[config.mk]
export PLATFORM = sky130hd
export DESIGN_NAME = bridge_sym_packer
export DESIGN_NICKNAME = d
export VERILOG_FILES = /design/src/rtl/bridge_sym_packer.sv
export SDC_FILE = /design/constraint.sdc
export NUM_CORES = 1
export LEC_CHECK = 0
export ABC_AREA = 1
export CAP_MARGIN = 20
export CORE_UTILIZATION = 47
export CTS_CLUSTER_SIZE = 28
export DETAILED_ROUTE_END_ITERATION = 6
export PLACE_DENSITY = 0.75
export RECOVER_POWER = 100
export SLEW_MARGIN = 20
export SYNTH_ARGS = -nofsm -noshare
export SYNTH_HDL_FRONTEND = slang
export SYNTH_SLANG_ARGS = --single-unit
[constraint.sdc]
create_clock -name clk -period 5.2 [get_ports clk]
set_input_delay 0.52 -clock clk [delete_from_list [all_inputs] [get_ports clk]]
set_output_delay 0.52 -clock clk [all_outputs]
set_load 0.05 [all_outputs]
[src/rtl/bridge_sym_packer.sv]
`default_nettype none
// ============================================================================
// Module   : bridge_sym_packer
// Brief    : Packs SYM_W-bit symbols LSB-first into words and buffers them in a
//            small FIFO with a valid/ready output. Optional macro
//            PACKER_PARITY_EN adds an even-parity bit (out_par) per word.
// Revision : 1.0 - initial release
// ============================================================================
module bridge_sym_packer #(
    parameter int SYM_W         = 2,
    parameter int SYMS_PER_WORD = 4,
    parameter int FIFO_DEPTH    = 4
) (
    input  logic                                 clk,
    input  logic                                 rst,
    input  logic                                 in_valid,
    output logic                                 in_ready,
    input  logic [SYM_W-1:0]                     in_sym,
    input  logic                                 in_last,
    output logic                                 out_valid,
    input  logic                                 out_ready,
    output logic [SYM_W*SYMS_PER_WORD-1:0]       out_word,
    output logic [$clog2(SYMS_PER_WORD+1)-1:0]   out_cnt,
`ifdef PACKER_PARITY_EN
    output logic                                 out_par,
`endif
    output logic                                 out_last
);

    localparam int CW = $clog2(SYMS_PER_WORD + 1);
    localparam int WW = SYM_W * SYMS_PER_WORD;
    localparam int AW = $clog2(FIFO_DEPTH);

    logic [CW-1:0] r_acc_cnt;
    logic [WW-1:0] r_acc_data;
    logic [AW:0]   r_wr_ptr;
    logic [AW:0]   r_rd_ptr;

    logic [WW-1:0] r_mem_word [FIFO_DEPTH];
    logic [CW-1:0] r_mem_cnt  [FIFO_DEPTH];
    logic          r_mem_last [FIFO_DEPTH];
`ifdef PACKER_PARITY_EN
    logic          r_mem_par  [FIFO_DEPTH];
`endif

    logic          w_full;
    logic          w_empty;
    logic          w_accept;
    logic          w_close;
    logic          w_pop;
    logic [WW-1:0] w_word;

    assign w_empty  = (r_wr_ptr == r_rd_ptr);
    assign w_full   = (r_wr_ptr[AW] != r_rd_ptr[AW]) &&
                      (r_wr_ptr[AW-1:0] == r_rd_ptr[AW-1:0]);
    assign in_ready = !rst && !w_full;
    assign w_accept = in_valid && in_ready;
    assign w_close  = w_accept && ((r_acc_cnt == CW'(SYMS_PER_WORD - 1)) || in_last);
    assign w_pop    = !w_empty && out_ready;

    // Current symbol merged into its slot; upper slots stay zero because the
    // accumulator is cleared whenever a word closes.
    always_comb begin
        w_word = r_acc_data;
        for (int i = 0; i < SYMS_PER_WORD; i++) begin
            if (r_acc_cnt == CW'(i)) begin
                w_word[i*SYM_W +: SYM_W] = in_sym;
            end
        end
    end

    always_ff @(posedge clk) begin
        if (rst) begin
            r_acc_cnt  <= '0;
            r_acc_data <= '0;
        end else if (w_close) begin
            r_acc_cnt  <= '0;
            r_acc_data <= '0;
        end else if (w_accept) begin
            r_acc_cnt  <= r_acc_cnt + CW'(1);
            r_acc_data <= w_word;
        end
    end

    always_ff @(posedge clk) begin
        if (rst) begin
            r_wr_ptr <= '0;
            r_rd_ptr <= '0;
        end else begin
            if (w_close) begin
                r_wr_ptr <= r_wr_ptr + (AW+1)'(1);
            end
            if (w_pop) begin
                r_rd_ptr <= r_rd_ptr + (AW+1)'(1);
            end
        end
    end

    // Storage needs no reset: outputs are masked while the FIFO is empty.
    always_ff @(posedge clk) begin
        if (w_close) begin
            r_mem_word[r_wr_ptr[AW-1:0]] <= w_word;
            r_mem_cnt[r_wr_ptr[AW-1:0]]  <= r_acc_cnt + CW'(1);
            r_mem_last[r_wr_ptr[AW-1:0]] <= in_last;
`ifdef PACKER_PARITY_EN
            r_mem_par[r_wr_ptr[AW-1:0]]  <= ^w_word;
`endif
        end
    end

    assign out_valid = !w_empty;
    assign out_word  = w_empty ? '0   : r_mem_word[r_rd_ptr[AW-1:0]];
    assign out_cnt   = w_empty ? '0   : r_mem_cnt[r_rd_ptr[AW-1:0]];
    assign out_last  = w_empty ? 1'b0 : r_mem_last[r_rd_ptr[AW-1:0]];
`ifdef PACKER_PARITY_EN
    assign out_par   = w_empty ? 1'b0 : r_mem_par[r_rd_ptr[AW-1:0]];
`endif

endmodule
`default_nettype wire

==> results of run 1 <==
[per-layer routing]
layer,part of all wire,up-vias
li1,-,1072
met1,0.48,974
met2,0.46,46
met3,0.033,12
met4,0.026,0
met5,0,-
[flip-flops by register name, summed over array words and instances (netlist names), named ones only]
| name | cells |
|---|---|
| r_rd_ptr | 3 |
| r_mem_cnt | 12 |
| r_mem_word | 32 |
| r_acc_cnt | 3 |
| r_wr_ptr | 3 |
| r_acc_data | 8 |
| r_mem_last | 4 |
[through the flow]
| step | instances | utilization | instance area (um^2) | worst slack (ns) | hold WS (ns) |
|---|---|---|---|---|---|
| 2_1_floorplan | 314 | - | 3090 | 3.22 | 0.475 |
| 3_3_place_gp | 398 | 0.521 | 3310 | 2.32 | 0.503 |
| 3_5_place_dp | 398 | 0.521 | 3310 | 2.24 | 0.505 |
| 4_1_cts | 414 | 0.554 | 3520 | 1.90 | 0.517 |
| 5_1_grt | 415 | 0.550 | 3490 | 1.39 | 0.552 |
| 6_report | 415 | 0.550 | 3490 | 1.63 | 0.513 |
[cells in the final DEF, fill, tap and decap left out, drive strengths merged]
| cell | netlist | layout |
|---|---|---|
| a21oi | 2 | 2 |
| clkinvlp | 0 | 1 |
| bufinv | 0 | 2 |
| clkbuf | 4 | 11 |
| clkinv | 0 | 3 |
| dlygate4sd3 | 0 | 16 |
| a31oi | 1 | 1 |
| nand3 | 4 | 4 |
| inv | 44 | 44 |
| nand4 | 11 | 11 |
| xor2 | 2 | 2 |
| or2 | 1 | 1 |
| o21ai | 22 | 22 |
| nor2 | 51 | 51 |
| edfxtp | 48 | 48 |
| o32ai | 12 | 12 |
| nand2 | 74 | 74 |
| dfxtp | 19 | 19 |
| clkdlybuf4s50 | 0 | 4 |
| ha | 10 | 10 |
[report_power, final]
| group | internal (W) | switching, W | total [W] |
|---|---|---|---|
| combinational | 0.0000806 | 0.000191 | 0.000272 |
| sequential | 0.000583 | 0.0000230 | 0.000606 |
| clock | 0.000266 | 0.000191 | 0.000457 |
| total | 0.000930 | 0.000406 | 0.00134 |
[cell usage after synthesis]
library cell	number	area (um^2)
a31oi_4	1	21.3
nand4_1	10	62.6
o32ai_1	12	105
nand3_2	2	20.0
nand2_2	12	75.1
nand3_4	1	17.5
inv_2	4	15.0
ha_1	10	125
dfxtp_1	19	380
edfxtp_1	48	1440
buf_2	6	30.0
inv_1	40	150
xor2_1	2	17.5
nand3_1	1	5.00
nor2_1	51	191
clkbuf_2	2	10.0
nand4_4	1	21.3
buf_4	1	7.51
or2_2	1	6.26
nand2_1	62	233
clkbuf_1	2	7.51
o21ai_1	3	15.0
a21oi_2	1	8.76
o21ai_0	19	95.1
a21oi_1	1	5.00
buf_6	2	22.5
[kinds of logic (layout without fill, tap and decap cells)]
group	count (synthesis)	after routing
buffers and inverters	57	81
XOR/XNOR	2	2
flip-flops	67	67
AND/OR/NAND/NOR	141	141
AO/OA/AOI/OAI	37	37
adder cells (fa/ha/maj)	10	10
[critical path: stages (launching register included)]
cell           delay (ns)
dfxtp_1              0.57
inv_1                0.67
nor2_1               0.10
o32ai_1              0.35
nand2_1              0.08
inv_1                0.06
dlygate4sd3_1        0.86
[worst paths after layout]
path                                    from                to  slack (ns)  cells after the start
worst min-delay path             r_rd_ptr[2]       r_rd_ptr[2]        0.51                      2
worst max-delay path                    flop       out_word[7]        1.63                      6
worst max register to register  r_acc_cnt[0]  r_mem_word[0][0]        2.59                      5
worst min register to register   r_rd_ptr[2]       r_rd_ptr[2]        0.51                      2
[layout make-up]
class	count	area, um^2	share of cell area
flip-flops and latches	67	1820	0.521
clock buffers	10	128	0.0365
well taps	77	96.3	0.0276
inverters	44	165	0.0473
multi-input cells	190	1000	0.286
repair buffers	21	204	0.0584
clock inverters	6	80.1	0.0229
==> run_results.csv, run 1 <==
group,metric,value,unit
global_route,grt_pass1_vias,2000,
synthesis,netlist_area,3090,um^2
sta,hold_viol,0,
job,drv_cap,0,
clocking,cts_tree,"yes",
synthesis,synth_mux_area_frac,0,
sta,setup_viol,0,
global_route,busiest_layer,"met2",
setup_path,critPathMaxFanout,25,
clocking,clock_path_buffers,2,
clocking,clock_latency,0.34,ns
synthesis,syn_inst,314,
detailed_routing,wl,5630,um
placement,dp_hpwl,3610,um
synthesis,synth_top_family_by_area,"simple AND/OR/NAND/NOR gates",
synthesis,synth_seq_cells,67,
detailed_routing,vias,2104,
setup_path,cp.required,4.68,ns
setup_path,endpoint_kind,"output pin",
detailed_routing,dr.first_iter.drc_count,167,
floorplan,die_h,83.1,um
synthesis,seq_area_frac_synth,0.590,
global_route,grt_util_met3,0.0239,
synthesis,syn_nets,331,
clocking,cts_made_buffers,9,
global_route,grt_usage,0.179,
floorplan,row_count,29,
global_route,overflow,0,
detailed_routing,ant_nets,0,
sta,final_max_slew_viol_count,0,
sta,rsz0062_at_grt,"false",
clocking,clk_pin_slew,0.07,ns
sta,finClkSkew,0.00458,ns
setup_path,path_class,"flop to output pin",
cells_and_area,area_growth,13.1,%
synthesis,synth_fa_ha_area_frac,0.0405,
synthesis,syn_area_per_cell,9.84,um^2
detailed_routing,drc,0,
cells_and_area,final_nets,350,
cells_and_area,fillers,568,
synthesis,yosys.area_share.simple,0.205,
detailed_routing,wire_per_inst,13.6,um
global_route,grt_max_degree,26,
global_route,met2_usage,0.292,
power_and_ir_drop,p_per_area,382,nW/um^2
cells_and_area,insertedDiodeCount,0,
floorplan,ios,21,
detailed_routing,vias_per_cell,5.07,
power_and_ir_drop,vdd_ir_drop_max,182,uV
clocking,postCtsSetupBuffers,0,
sta,max_freq,280,MHz
sta,slew_headroom,0.247,
clocking,cts-htree-levels,3,
synthesis,yosys_warnings,0,
clocking,clkSinkCount,67,
floorplan,core,6350,um^2
placement,portBuffers,20,
floorplan,initial_core_util,0.487,
sta,worst_slew_pin_slew,1.13,ns
sta,period_needed,3.57,ns
floorplan,die-area,6900,um^2
clocking,hold_buffers,0,
global_route,antenna_found_initial,0,
min_path,min_path_type,"flop to flop",
synthesis,synth_compound_area_frac,0.0810,
cells_and_area,drive_gt1_frac,0.0917,
placement,place_congestion,0.790,
power_and_ir_drop,power,0.00134,W
power_and_ir_drop,leakagePower,1.53,nW
outcome,status,"finished clean",
synthesis,synth-xor-area-share,0.00567,
clocking,cts_resized,0,
global_route,grt_first_pass_wirelength,9560,um
sta,finalSetupTns,0,ns
detailed_routing,first_pass_iters,5,
global_route,use_met1,0.231,
clocking,ctsRootBufferMaster,"clkbuf_8",
sta,fin_crit_sh,0.686,
setup_path,cp-start-kind,"flop",
setup_path,worstPathArrival,3.05,ns
floorplan,die_w,83.1,um
synthesis,synth_cell_type_count,26,
Power figures use the tool's default switching activity.
==> run 2, diff against run 1 <==
- PLACE_DENSITY: 0.75 -> 0.77
- clock period: 5.2 -> 2.9 ns (I/O delays scaled with it)
==> run 2 against run 1 <==
Effect of this change:
- global-route usage increased by 0.25 points
- die area did not move
- clock skew is 0.0030 ns higher
- cell count increased by 1.7%
- clock power increased by 82%
- sequential power rose by 78%
- routed wire length is 2.8% higher
- register-to-register slack worse by 2.3 ns
- critical endpoint is now out_word[1]
- largest cell class unchanged
==> run_results.csv, run 2 (same netlist as run 1, synthesis figures left out) <==
group,metric,value,unit
power_and_ir_drop,combPwrFrac,0.208,
setup_path,path_cells,"buf_4 > nor2_1 > o32ai_1 > nand2_1 > inv_1 > dlygate4sd3_1",
setup_path,cp_top_family,"buffers and inverters",
cells_and_area,fillers,533,
floorplan,row_count,29,
sta,fin_crit_sh,0.911,
cells_and_area,multiInputGateArea,982,um^2
sta,hold_ws,0.525,ns
global_route,grt_first_pass_wirelength,9620,um
cells_and_area,area_growth,14.3,%
setup_path,crit_slowest_cell,"dlygate4sd3_1",
sta,finClkSkew,0.00758,ns
clocking,cts_made_buffers,9,
sta,max_freq,379,MHz
sta,period_needed,2.64,ns
sta,final_max_slew_viol_count,0,
power_and_ir_drop,vdd_ir_drop_max,325,uV
clocking,postCtsSetupBuffers,0,
detailed_routing,vias_per_cell,5.07,
clocking,clk_pin_slew,0.07,ns
floorplan,die_w,83.1,um
placement,pre_cts_ws,0.488,ns
setup_path,endpoint_kind,"output pin",
sta,setup_viol,0,
outcome,status,"finished clean",
cells_and_area,final_cell_mix,"64 x nand2_1, 51 x nor2_1, 48 x edfxtp_1",
placement,place_congestion,0.782,
clocking,cts-htree-levels,3,
sta,hold_viol,0,
setup_path,path_buf_inv,3,
cells_and_area,final_common_cell,"nand2_1",
clocking,cts_tree,"yes",
detailed_routing,ant_nets,0,
sta,slew_headroom,0.388,
cells_and_area,insertedDiodeCount,0,
power_and_ir_drop,cell_internal_pwr,0.00168,W
global_route,antenna_found_initial,0,
floorplan,initial_core_util,0.487,
global_route,grt_max_degree,25,
power_and_ir_drop,p_switching,0.000737,W
cells_and_area,ff_latch_area,1820,um^2
power_and_ir_drop,p_per_area,684,nW/um^2
sta,fin_ws,0.259,ns
cells_and_area,finish.utilization,0.556,
clocking,clock_path_buffers,2,
detailed_routing,first_pass_iters,4,
power_and_ir_drop,p_clk_frac,0.344,
sta,finalSetupTns,0,ns
cells_and_area,final_nets,357,
detailed_routing,drc,0,
floorplan,die_h,83.1,um
cells_and_area,largest_register_ffs,32,
placement,dp_hpwl,3830,um
power_and_ir_drop,seq_power_share,0.448,
setup_path,critPathMaxFanout,13,
global_route,overflow,0,
detailed_routing,vias,2141,
min_path,min_path_type,"flop to flop",
floorplan,ios,21,
setup_path,slowest_delay,0.86,ns
floorplan,core,6350,um^2
global_route,grt_pass1_vias,1986,
detailed_routing,wl,5790,um
job,drv_cap,0,
power_and_ir_drop,leakagePower,1.57,nW
placement,portBuffers,20,
sta,rsz0062_at_grt,"false",
detailed_routing,dr.first_iter.drc_count,123,
clocking,ctsRootBufferMaster,"clkbuf_8",
sta,worst_slew_pin_slew,0.914,ns
setup_path,cp.required,2.61,ns
setup_path,cp-start-kind,"flop",
clocking,clkSinkCount,67,
cells_and_area,drive_gt1_frac,0.113,
detailed_routing,wire_per_inst,13.7,um
clocking,clock_latency,0.34,ns
floorplan,die-area,6900,um^2
global_route,grt_usage,0.182,
power_and_ir_drop,p_sw_frac,0.305,
setup_path,worstPathArrival,2.35,ns
setup_path,path_class,"flop to output pin",
[run 2: changes by cell type in the layout (fill, tap and decap cells not counted), moves of 2 or more]
cell	before	now
buf_4	0	4
dfxtp_1	19	17
clkbuf_1	2	4
nand3_2	0	3
nand2_2	12	10
dfxtp_2	0	2
nand3_1	3	1
nand2_1	62	64
[run 2: layer usage]
metal	GRT usage	vias to the layer above	part of all wire
met3	0.0437	12	0.055
met1	0.232	968	0.42
met4	0.0925	0	0.025
met5	0	-	0
met2	0.290	68	0.50
li1	-	1093	-
[run 2: area by class of cell]
cell class,count,share of cell area
Tap cell,77,0.0273
Inverter,44,0.0475
Sequential cell,67,0.517
Multi-Input combinational cell,190,0.278
Clock inverter,7,0.0259
Timing Repair Buffer,28,0.0695
Clock buffer,9,0.0351
[run 2: worst paths after layout]
check                             startpoint               to  slack [ns]  cells past startpoint
worst min-delay path            r_acc_cnt[0]     r_acc_cnt[0]        0.53                      2
worst min register to register  r_acc_cnt[0]     r_acc_cnt[0]        0.53                      2
worst max-delay path                    flop      out_word[1]        0.26                      6
worst max register to register   r_wr_ptr[0]  r_mem_cnt[0][1]        0.33                      7
[run 2: stage by stage]
| step | power [W] | instance area, um^2 | std cells |
|---|---|---|---|
| 6_report | 0.00242 | 3530 | 422 |
| 5_1_grt | 0.00252 | 3530 | 422 |
| 4_1_cts | 0.00246 | 3580 | 422 |
| 3_5_place_dp | 0.00163 | 3370 | 406 |
| 3_3_place_gp | 0.00162 | 3370 | 406 |
| 2_1_floorplan | 0.00148 | 3090 | 314 |
[run 2: power by group through the flow]
stage	combinational (W)	sequential [W]	clock, W
after global placement	0.000521	0.00110	0
after CTS	0.000535	0.00108	0.000848
after floorplan	0.000400	0.00108	0
after detailed placement	0.000534	0.00110	0
final	0.000502	0.00108	0.000831
after global routing	0.000545	0.00109	0.000889
[run 2: timing repair]
action / in CTS / in global routing
hold buffers: 0 / 0
resized for setup: 0 / 4
endpoints found under the setup margin: 0 / 5
[run 2: worst register-to-register path, delay by kind of cell, from the launching register on]
family,cells,cell delay [ns]
buffers and inverters,2,0.73
DFF,1,0.40
and+or+nand+nor,5,1.09
==> run 3, diff against run 2 <==
- CORE_MARGIN: unset -> 1.5
- REMOVE_ABC_BUFFERS: unset -> 1
- clock period: 2.9 -> 2.2 ns (I/O delays scaled with it)
==> run 3 against run 2 <==
Effect of this change:
- count of clock-buffer cells in the layout is 1 higher
- non-clock buffer count is 8 higher
- routed wire length is 1.5% higher
- die area is 2.4% higher
- worst hold slack worse by 0.0035 ns
- sequential share of layout area is 0.25 points lower
- utilization is 0.20 points higher
- setup slack worse by 0.093 ns
- critical path depth stayed put
- global-route usage is 0.58 points lower
- clock power is 34% higher
==> run_results.csv, run 3 (same netlist as run 1, synthesis figures left out) <==
group,metric,value,unit
outcome,status,"finished clean",
cells_and_area,final_nets,365,
cells_and_area,drive_gt1_frac,0.164,
floorplan,core,6350,um^2
sta,slew_headroom,0.637,
setup_path,worstPathArrival,2.05,ns
global_route,grt_first_pass_wirelength,9470,um
min_path,min_path_type,"flop to flop",
power_and_ir_drop,combPwrFrac,0.212,
power_and_ir_drop,leakagePower,1.59,nW
floorplan,ios,21,
global_route,overflow,0,
detailed_routing,vias_per_cell,5.15,
setup_path,cp.required,2.22,ns
global_route,antenna_found_initial,0,
setup_path,cp-start-kind,"flop",
sta,period_needed,2.03,ns
sta,max_freq,492,MHz
cells_and_area,area_growth,14.7,%
detailed_routing,ant_nets,0,
clocking,clock_path_buffers,2,
placement,portBuffers,20,
detailed_routing,dr.first_iter.drc_count,113,
setup_path,path_class,"flop to flop",
job,drv_cap,0,
power_and_ir_drop,cell_internal_pwr,0.00220,W
sta,finalSetupTns,0,ns
detailed_routing,drc,0,
sta,setup_viol,0,
global_route,grt_pass1_vias,2015,
clocking,clk_pin_slew,0.07,ns
detailed_routing,vias,2215,
floorplan,die_w,84.1,um
power_and_ir_drop,p_switching,0.000985,W
placement,dp_hpwl,3980,um
detailed_routing,wire_per_inst,13.7,um
floorplan,die_h,84.1,um
sta,rsz0062_at_grt,"false",
power_and_ir_drop,p_clk_frac,0.348,
cells_and_area,finish.utilization,0.558,
floorplan,initial_core_util,0.487,
global_route,grt_usage,0.176,
setup_path,critPathMaxFanout,12,
sta,hold_ws,0.522,ns
clocking,cts_tree,"yes",
detailed_routing,wl,5870,um
sta,final_max_slew_viol_count,0,
cells_and_area,largest_register_ffs,32,
floorplan,die-area,7070,um^2
cells_and_area,insertedDiodeCount,0,
cells_and_area,final_cell_mix,"63 x nand2_1, 51 x nor2_1, 48 x edfxtp_1",
clocking,hold_buffers,0,
sta,hold_viol,0,
clocking,ctsRootBufferMaster,"clkbuf_8",
clocking,cts-htree-levels,3,
sta,finClkSkew,0.00928,ns
sta,worst_slew_pin_slew,0.543,ns
setup_path,endpoint_kind,"flop",
placement,place_congestion,0.830,
clocking,cts_made_buffers,9,
clocking,clkSinkCount,67,
detailed_routing,first_pass_iters,4,
cells_and_area,final_common_cell,"nand2_1",
floorplan,row_count,29,
power_and_ir_drop,seq_power_share,0.440,
global_route,grt_max_degree,25,
clocking,clock_latency,0.34,ns
power_and_ir_drop,vdd_ir_drop_max,810,uV
power_and_ir_drop,p_sw_frac,0.309,
sta,fin_crit_sh,0.924,
power_and_ir_drop,p_per_area,899,nW/um^2
[run 3: changes by cell type in the layout (fill, tap and decap cells not counted), sizes merged]
cell	previous run	this run
clkinv	4	3
clkinvlp	0	1
dlygate4sd3	15	1
inv	45	44
clkbuf	13	30
buf	4	10
[run 3: final timing paths]
kind / from / endpoint / slack, ns / depth (start not counted)
max reg2reg: r_acc_cnt[0] / r_mem_word[2][4] / 0.17 / 6
max: r_acc_cnt[0] / r_mem_word[2][4] / 0.17 / 6
min: r_acc_cnt[0] / r_acc_cnt[0] / 0.52 / 2
min reg2reg: r_acc_cnt[0] / r_acc_cnt[0] / 0.52 / 2
[run 3: power groups by stage]
stage               Sequential, W  Combinational (W)  Clock, W
finish                    0.00140           0.000675   0.00111
global route              0.00140           0.000736   0.00118
detailed placement        0.00143           0.000885         0
global placement          0.00143           0.000873         0
CTS                       0.00140           0.000887   0.00113
floorplan                 0.00144           0.000478         0
[run 3: layout make-up]
class                   instances  area, um^2
clock inverters                 6        90.1
flip-flops and latches         67        1820
multi-input cells             190         998
fillers                       536        2810
inverters                      44         165
clock buffers                  10         128
repair buffers                 36         244
well taps                      77        96.3
[run 3: critical path, stage by stage (launching register included)]
cell and delay [ns]:
dfxtp_1 0.40, ha_1 0.18, ha_1 0.16, or2_2 0.13
nand4_1 0.35, nor2_1 0.18, buf_2 0.31
[run 3: stage by stage]
step                total power, W  setup slack (ns)  area [um^2]  instances
floorplan                  0.00192             0.262         3010        301
global placement           0.00230             0.380         3560        414
detailed placement         0.00231             0.313         3560        414
CTS                        0.00341             0.204         3770        430
global route               0.00332            0.0261         3540        430
finish                     0.00318             0.166         3540        430
[run 3: routing by layer]
| layer | wire (um) | vias up | GRT usage |
|---|---|---|---|
| met2 | 2770 | 61 | 0.288 |
| met3 | 336 | 10 | 0.0465 |
| met5 | 0 | - | 0 |
| met4 | 108 | 0 | 0.0775 |
| met1 | 2660 | 1036 | 0.219 |
| li1 | - | 1108 | - |
[run 3: what timing repair did]
action                                  4_1_cts  5_1_grt
resized for setup                             0        1
setup buffers                                 0        0
endpoints found under the setup margin        0        1
hold endpoints to repair                      0        0
==> RTL edit 1, RTL diff (settings of run 2) <==
Register the output `out_cnt`; this adds one clock of latency there. The other outputs are not delayed to match.
--- a/src/rtl/bridge_sym_packer.sv
+++ b/src/rtl/bridge_sym_packer.sv
@@ -112,3 +112,5 @@
     assign out_word  = w_empty ? '0   : r_mem_word[r_rd_ptr[AW-1:0]];
-    assign out_cnt   = w_empty ? '0   : r_mem_cnt[r_rd_ptr[AW-1:0]];
+    always_ff @(posedge clk) begin
+        out_cnt <= w_empty ? '0   : r_mem_cnt[r_rd_ptr[AW-1:0]];
+    end
     assign out_last  = w_empty ? 1'b0 : r_mem_last[r_rd_ptr[AW-1:0]];
Formal check against the unedited RTL: not equivalent (Yosys sat finds a counterexample within 4 cycles, from zero or initial values and one cycle with rst high).
==> RTL edit 1 against run 2 <==
- sequential cell count rose by 3
- area after synthesis rose by 1.1%
- total power fell by 0.71%
- routed wire length rose by 1.8%
- setup slack got worse by 0.099 ns
- synthesized cell count rose by 0.64%
- maximum frequency fell by 3.6%
- cell area rose by 0.81%
- utilization rose by 0.13 points
- global-route usage rose by 0.17 points
- count of clock-buffer cells in the layout did not move
- die area rose by 1.1%
- largest power group unchanged
==> RTL edit 1: results (changes against run 2) <==
Status
  – Result of the run: completed

Placed design
  – Global placement routability congestion: 0.750 (-4.1%)
  – Number of cells in the design after placement: 410 (+0.99%)
  – Post-DP HPWL: 3770 um (-1.7%)
  – Area after detailed placement: 3410 sq um (+1.1%)

Yosys
  – Most area-consuming cells after synthesis: sky130_fd_sc_hd__edfxtp_1 46%, sky130_fd_sc_hd__dfxtp_1 14%, sky130_fd_sc_hd__nand2_1 8.5%, sky130_fd_sc_hd__nor2_1 5.8%, sky130_fd_sc_hd__inv_1 4.8%
  – Sequential area share after synthesis: 60.3% (+1.3 points)
  – Total number of yosys warnings: 0 (unchanged)
  – Synthesized Nets: 333 (+0.60%)
  – Mean Syn Cell Area: 9.88 sq um (+0.45%)
  – Count of distinct cell types in the synthesized netlist: 28 (+7.7%)

Power
  – PwrDens: 674 nW/um^2 (-1.5%)
  – Leakage dissipation: 1.59 nW (+1.1%)
  – Worst IR Drop VDD: 0.000362 V (+11%)

Layout
  – Non-filler instance count after layout: 426 (+0.95%)
  – Ratio of cells with drive above 1 in the final layout: 8.88% (-2.4 points)
  – Number of filler cells placed in the layout: 543 (+1.9%)

Route
  – Routed length on met1: 2600 um (+6.0%)
  – DRC violation total after the first TritonRoute iteration: 171 (+39%)
  – Detailed-route wire length per cell: 13.8 um (+0.89%)
  – Detail Route met3 WL: 322 um (+0.94%)
  – Met2 routed wirelength: 2850 um (-0.52%)
  – Pre-antenna DRT Iters: 5 (+1)

Global route
  – Global-route wire length before repair: 9760 um (+1.4%)
  – Total GRT Usage: 18.4% (+0.17 points)
  – Largest net degree at the start of global routing: 19 (-24%)
  – Via count of the first global-routing pass: 2066 (+4.0%)

Setup path
  – Worst-case register-to-register setup slack: 0.57 ns (+0.24 ns)
  – Critical-path maximum fanout: 11 (-2)
  – Data arrival time of the critical path: 2.45 ns (+0.10 ns)

Clock tree
  – Root buffer selected by CTS: sky130_fd_sc_hd__clkbuf_8
  – Max clock buf depth: 2 (unchanged)

STA
  – Actual slew at the worst max-slew pin: 0.726 ns (-0.187 ns)
  – Clock tree skew after final layout: 0.00826 ns (+0.000686 ns)
## RTL edit 1: cell count changes after synthesis, moves of 5 or more
cell	change
sky130_fd_sc_hd__o21ai_0	+6
sky130_fd_sc_hd__nand2_2	-9
sky130_fd_sc_hd__buf_2	-5
sky130_fd_sc_hd__nand2_1	+9
## RTL edit 1: cell families after synthesis
family,synth area share (%)
and+or+nand+nor,19.0
DFF,60.3
buffers and inverters,8.05
AOI/OAI and AO/OA,8.13
adders and majority gates,4.01
xor gates and xnor gates,0.561
## RTL edit 1: worst paths after layout
kind	start	to	depth (start not counted)
max	r_rd_ptr[0]	out_word[3]	7
min	r_rd_ptr[2]	r_rd_ptr[2]	2
max reg2reg	r_rd_ptr[0]	r_mem_word[2][4]	7
min reg2reg	r_rd_ptr[2]	r_rd_ptr[2]	2
## RTL edit 1: per-layer routing
layer,global-route usage [%],up-vias
met5,0,-
met4,10.3,0
li1,-,1097
met1,23.1,1005
met2,29.5,77
met3,3.96,11
## RTL edit 1: cell type report
| type | count | area share [%] |
|---|---|---|
| sequential | 70 | 52.9 |
| multi-input combinational | 190 | 27.2 |
| inverter | 44 | 4.78 |
| tap | 77 | 2.71 |
| timing repair buffer | 29 | 7.14 |
| clock buffer | 9 | 3.48 |
| clock inverter | 7 | 1.83 |
## RTL edit 1: stage by stage
stage                     hold slack [ns]  setup WS, ns
final                               0.512         0.159
after global routing                0.555        0.0278
after CTS                           0.512        0.0635
after detailed placement            0.502         0.430
after global placement              0.496         0.530
after floorplan                     0.359         0.935
## RTL edit 1: worst min-delay path, cell delays in order, from the launching register on
cell and delay, ns:
sky130_fd_sc_hd__dfxtp_1 0.34, sky130_fd_sc_hd__nand2_1 0.07, sky130_fd_sc_hd__a21oi_1 0.05
## RTL edit 1: power breakdown
| group | leakage (nW) | internal (W) | switching, W |
|---|---|---|---|
| Clock | 0.0964 | 0.000390 | 0.000361 |
| Combinational | 0.852 | 0.000153 | 0.000354 |
| Sequential | 0.640 | 0.00110 | 0.0000400 |
==> RTL edit 2, RTL diff (flow settings as in run 2) <==
Made on the original files. Change the parameter `SYMS_PER_WORD` from 4 to 8.
--- a/src/rtl/bridge_sym_packer.sv
+++ b/src/rtl/bridge_sym_packer.sv
@@ -10,3 +10,3 @@
     parameter int SYM_W         = 2,
-    parameter int SYMS_PER_WORD = 4,
+    parameter int SYMS_PER_WORD = 8,
     parameter int FIFO_DEPTH    = 4
Ports: changed (resized out_cnt and out_word); port bits go from 21 to 30. No check against the original RTL was run, so the function may have changed too.
==> RTL edit 2 against run 2 <==
- utilization is 2.3 points lower
- total power is 47% higher
- area after synthesis is 62% higher
- cell area increased by 56%
- combinational power up 53%
- clock skew grew 0.0034 ns
- sequential cell count up 45
- register-to-register slack gained 0.05 ns
- setup slack improved by 0.12 ns
- routed wire length up 72%
- largest cell class unchanged
==> RTL edit 2: results (changes against run 2) <==
Placed design
  – Global placement routability congestion: 0.877 (+12%)
  – Area after detailed placement: 5370 sq um (+59%)
  – Count of buffers from port buffering: 29 (+45%)
  – Post-DP HPWL: 6070 um (+58%)

Yosys
  – Synthesized Nets: 541 (+63%)
  – Post-synthesis compound-gate area fraction: 6.60% (-1.5 points)
  – Total number of yosys warnings: 0 (unchanged)
  – Most area-consuming cells after synthesis: sky130_fd_sc_hd__edfxtp_1 50%, sky130_fd_sc_hd__dfxtp_1 11%, sky130_fd_sc_hd__nand2_1 10%, sky130_fd_sc_hd__nor2_1 6.0%, sky130_fd_sc_hd__inv_1 4.3%
  – Commonest register cell after synthesis: sky130_fd_sc_hd__edfxtp_1
  – Count of distinct cell types in the synthesized netlist: 21 (-19%)
  – EDFF count, synth: 84 (+75%)
  – Sequential area share after synthesis: 61.6% (+2.6 points)
  – Most used standard cells in the synthesized netlist: 138 x sky130_fd_sc_hd__nand2_1, 84 x sky130_fd_sc_hd__edfxtp_1, 80 x sky130_fd_sc_hd__nor2_1, 57 x sky130_fd_sc_hd__inv_1, 28 x sky130_fd_sc_hd__dfxtp_1
  – Post-Synth Adder-Cell Area: 2.25% (-1.8 points)
  – Portion of netlist area occupied by mux cells: 0% (unchanged)
  – FFs w/ async S/R, synth: 0% (unchanged)
  – Xor/xnor share of the synthesized area: 0.525% (-0.042 points)

Setup path
  – Crit-path max cell delay: 0.50 ns (-0.36 ns)
  – Count of cells along the worst register-to-register path: 7 (unchanged)
  – Capturing instance or port of the critical path: r_mem_word[3][6]
  – Critical path startpoint: r_acc_cnt[0]
  – Critical-path maximum fanout: 21 (+8)
  – Worst-case register-to-register setup slack: 0.38 ns (+0.05 ns)
  – CP max stage cell: sky130_fd_sc_hd__clkbuf_2

Layout
  – Final antenna diode count: 0 (unchanged)
  – Number of filler cells placed in the layout: 889 (+67%)
  – Number of flip-flops under the largest register name: 64 (+100%)
  – Ratio of cells with drive above 1 in the final layout: 6.70% (-4.6 points)
  – Count of nets after finishing: 563 (+58%)

Global route
  – Initial antenna violation count: 0 (unchanged)
  – Largest net degree at the start of global routing: 43 (+72%)
  – Via count of the first global-routing pass: 3166 (+59%)
  – Total GRT Usage: 18.5% (+0.34 points)
  – Global-route wire length before repair: 15800 um (+64%)

Clock tree
  – Clock latency reported for the late side of the worst-skew pair: 0.37 ns (+0.03 ns)
  – Clock transition time at the flip-flop clock pins of the worst setup and hold paths: 0.10 ns (+0.03 ns)
  – Root buffer selected by CTS: sky130_fd_sc_hd__clkbuf_8
  – Number of levels in the clock H-tree: 3 (unchanged)
  – Post-CTS Resized: 0 (unchanged)

Route
  – Pre-antenna DRT Iters: 5 (+1)
  – Detailed-route wire length per cell: 14.4 um (+5.2%)
  – DRC violation total after the first TritonRoute iteration: 272 (+120%)
  – Drt via density: 5.19 (+2.4%)

STA
  – Clock tree skew after final layout: 0.0110 ns (+0.00338 ns)
  – Max transition margin: 47.6% (+8.8 points)

Power
  – Leakage dissipation: 2.48 nW (+58%)
  – Worst IR Drop VDD: 0.000333 V (+2.2%)

Status
  – Result of the run: completed
-- RTL edit 2: area by class of cell --
cell class                      instances  area (sq um)  area share [%]
Clock buffer                            9           124            2.25
Tap cell                              136           170            3.09
Clock inverter                          7           101            1.84
Timing Repair Buffer                   41           250            4.54
Multi-Input combinational cell        323          1550            28.2
Inverter                               60           225            4.09
Sequential cell                       112          3080            56.0
-- RTL edit 2: worst min path at each step --
stage                           start     endpoint  slack (ns)  cells past startpoint
after detailed placement  r_rd_ptr[2]  r_rd_ptr[2]        0.51                      2
after CTS                 r_rd_ptr[2]  r_rd_ptr[2]        0.52                      2
after global placement    r_rd_ptr[2]  r_rd_ptr[2]        0.50                      2
after global routing      r_rd_ptr[2]  r_rd_ptr[2]        0.55                      2
final                     r_rd_ptr[2]  r_rd_ptr[2]        0.52                      2
after floorplan                   rst  r_rd_ptr[2]        0.36                      1
-- RTL edit 2: per-layer routing --
metal	wire [um]	vias up	GRT usage [%]	share of wire, %
met5	0	-	0	0
li1	-	1780	-	-
met4	123	0	7.24	1.2
met3	478	13	1.93	4.8
met2	4770	115	30.7	48
met1	4550	1666	25.0	46
-- RTL edit 2: through the flow --
stage | cells | total power (W) | setup slack (ns) | util, %
CTS | 688 | 0.00362 | 0.0862 | 54.2
global placement | 672 | 0.00260 | 0.561 | 52.0
floorplan | 525 | 0.00238 | 0.393 | -
detailed placement | 672 | 0.00262 | 0.514 | 52.0
finish | 688 | 0.00354 | 0.378 | 53.4
global route | 688 | 0.00369 | 0.199 | 53.4
-- RTL edit 2: power by group --
group	switching (W)	internal [W]	total, W	leakage (nW)
sequential	0.0000145	0.00174	0.00175	1.07
combinational	0.000590	0.000175	0.000766	1.30
clock	0.000528	0.000498	0.00103	0.114
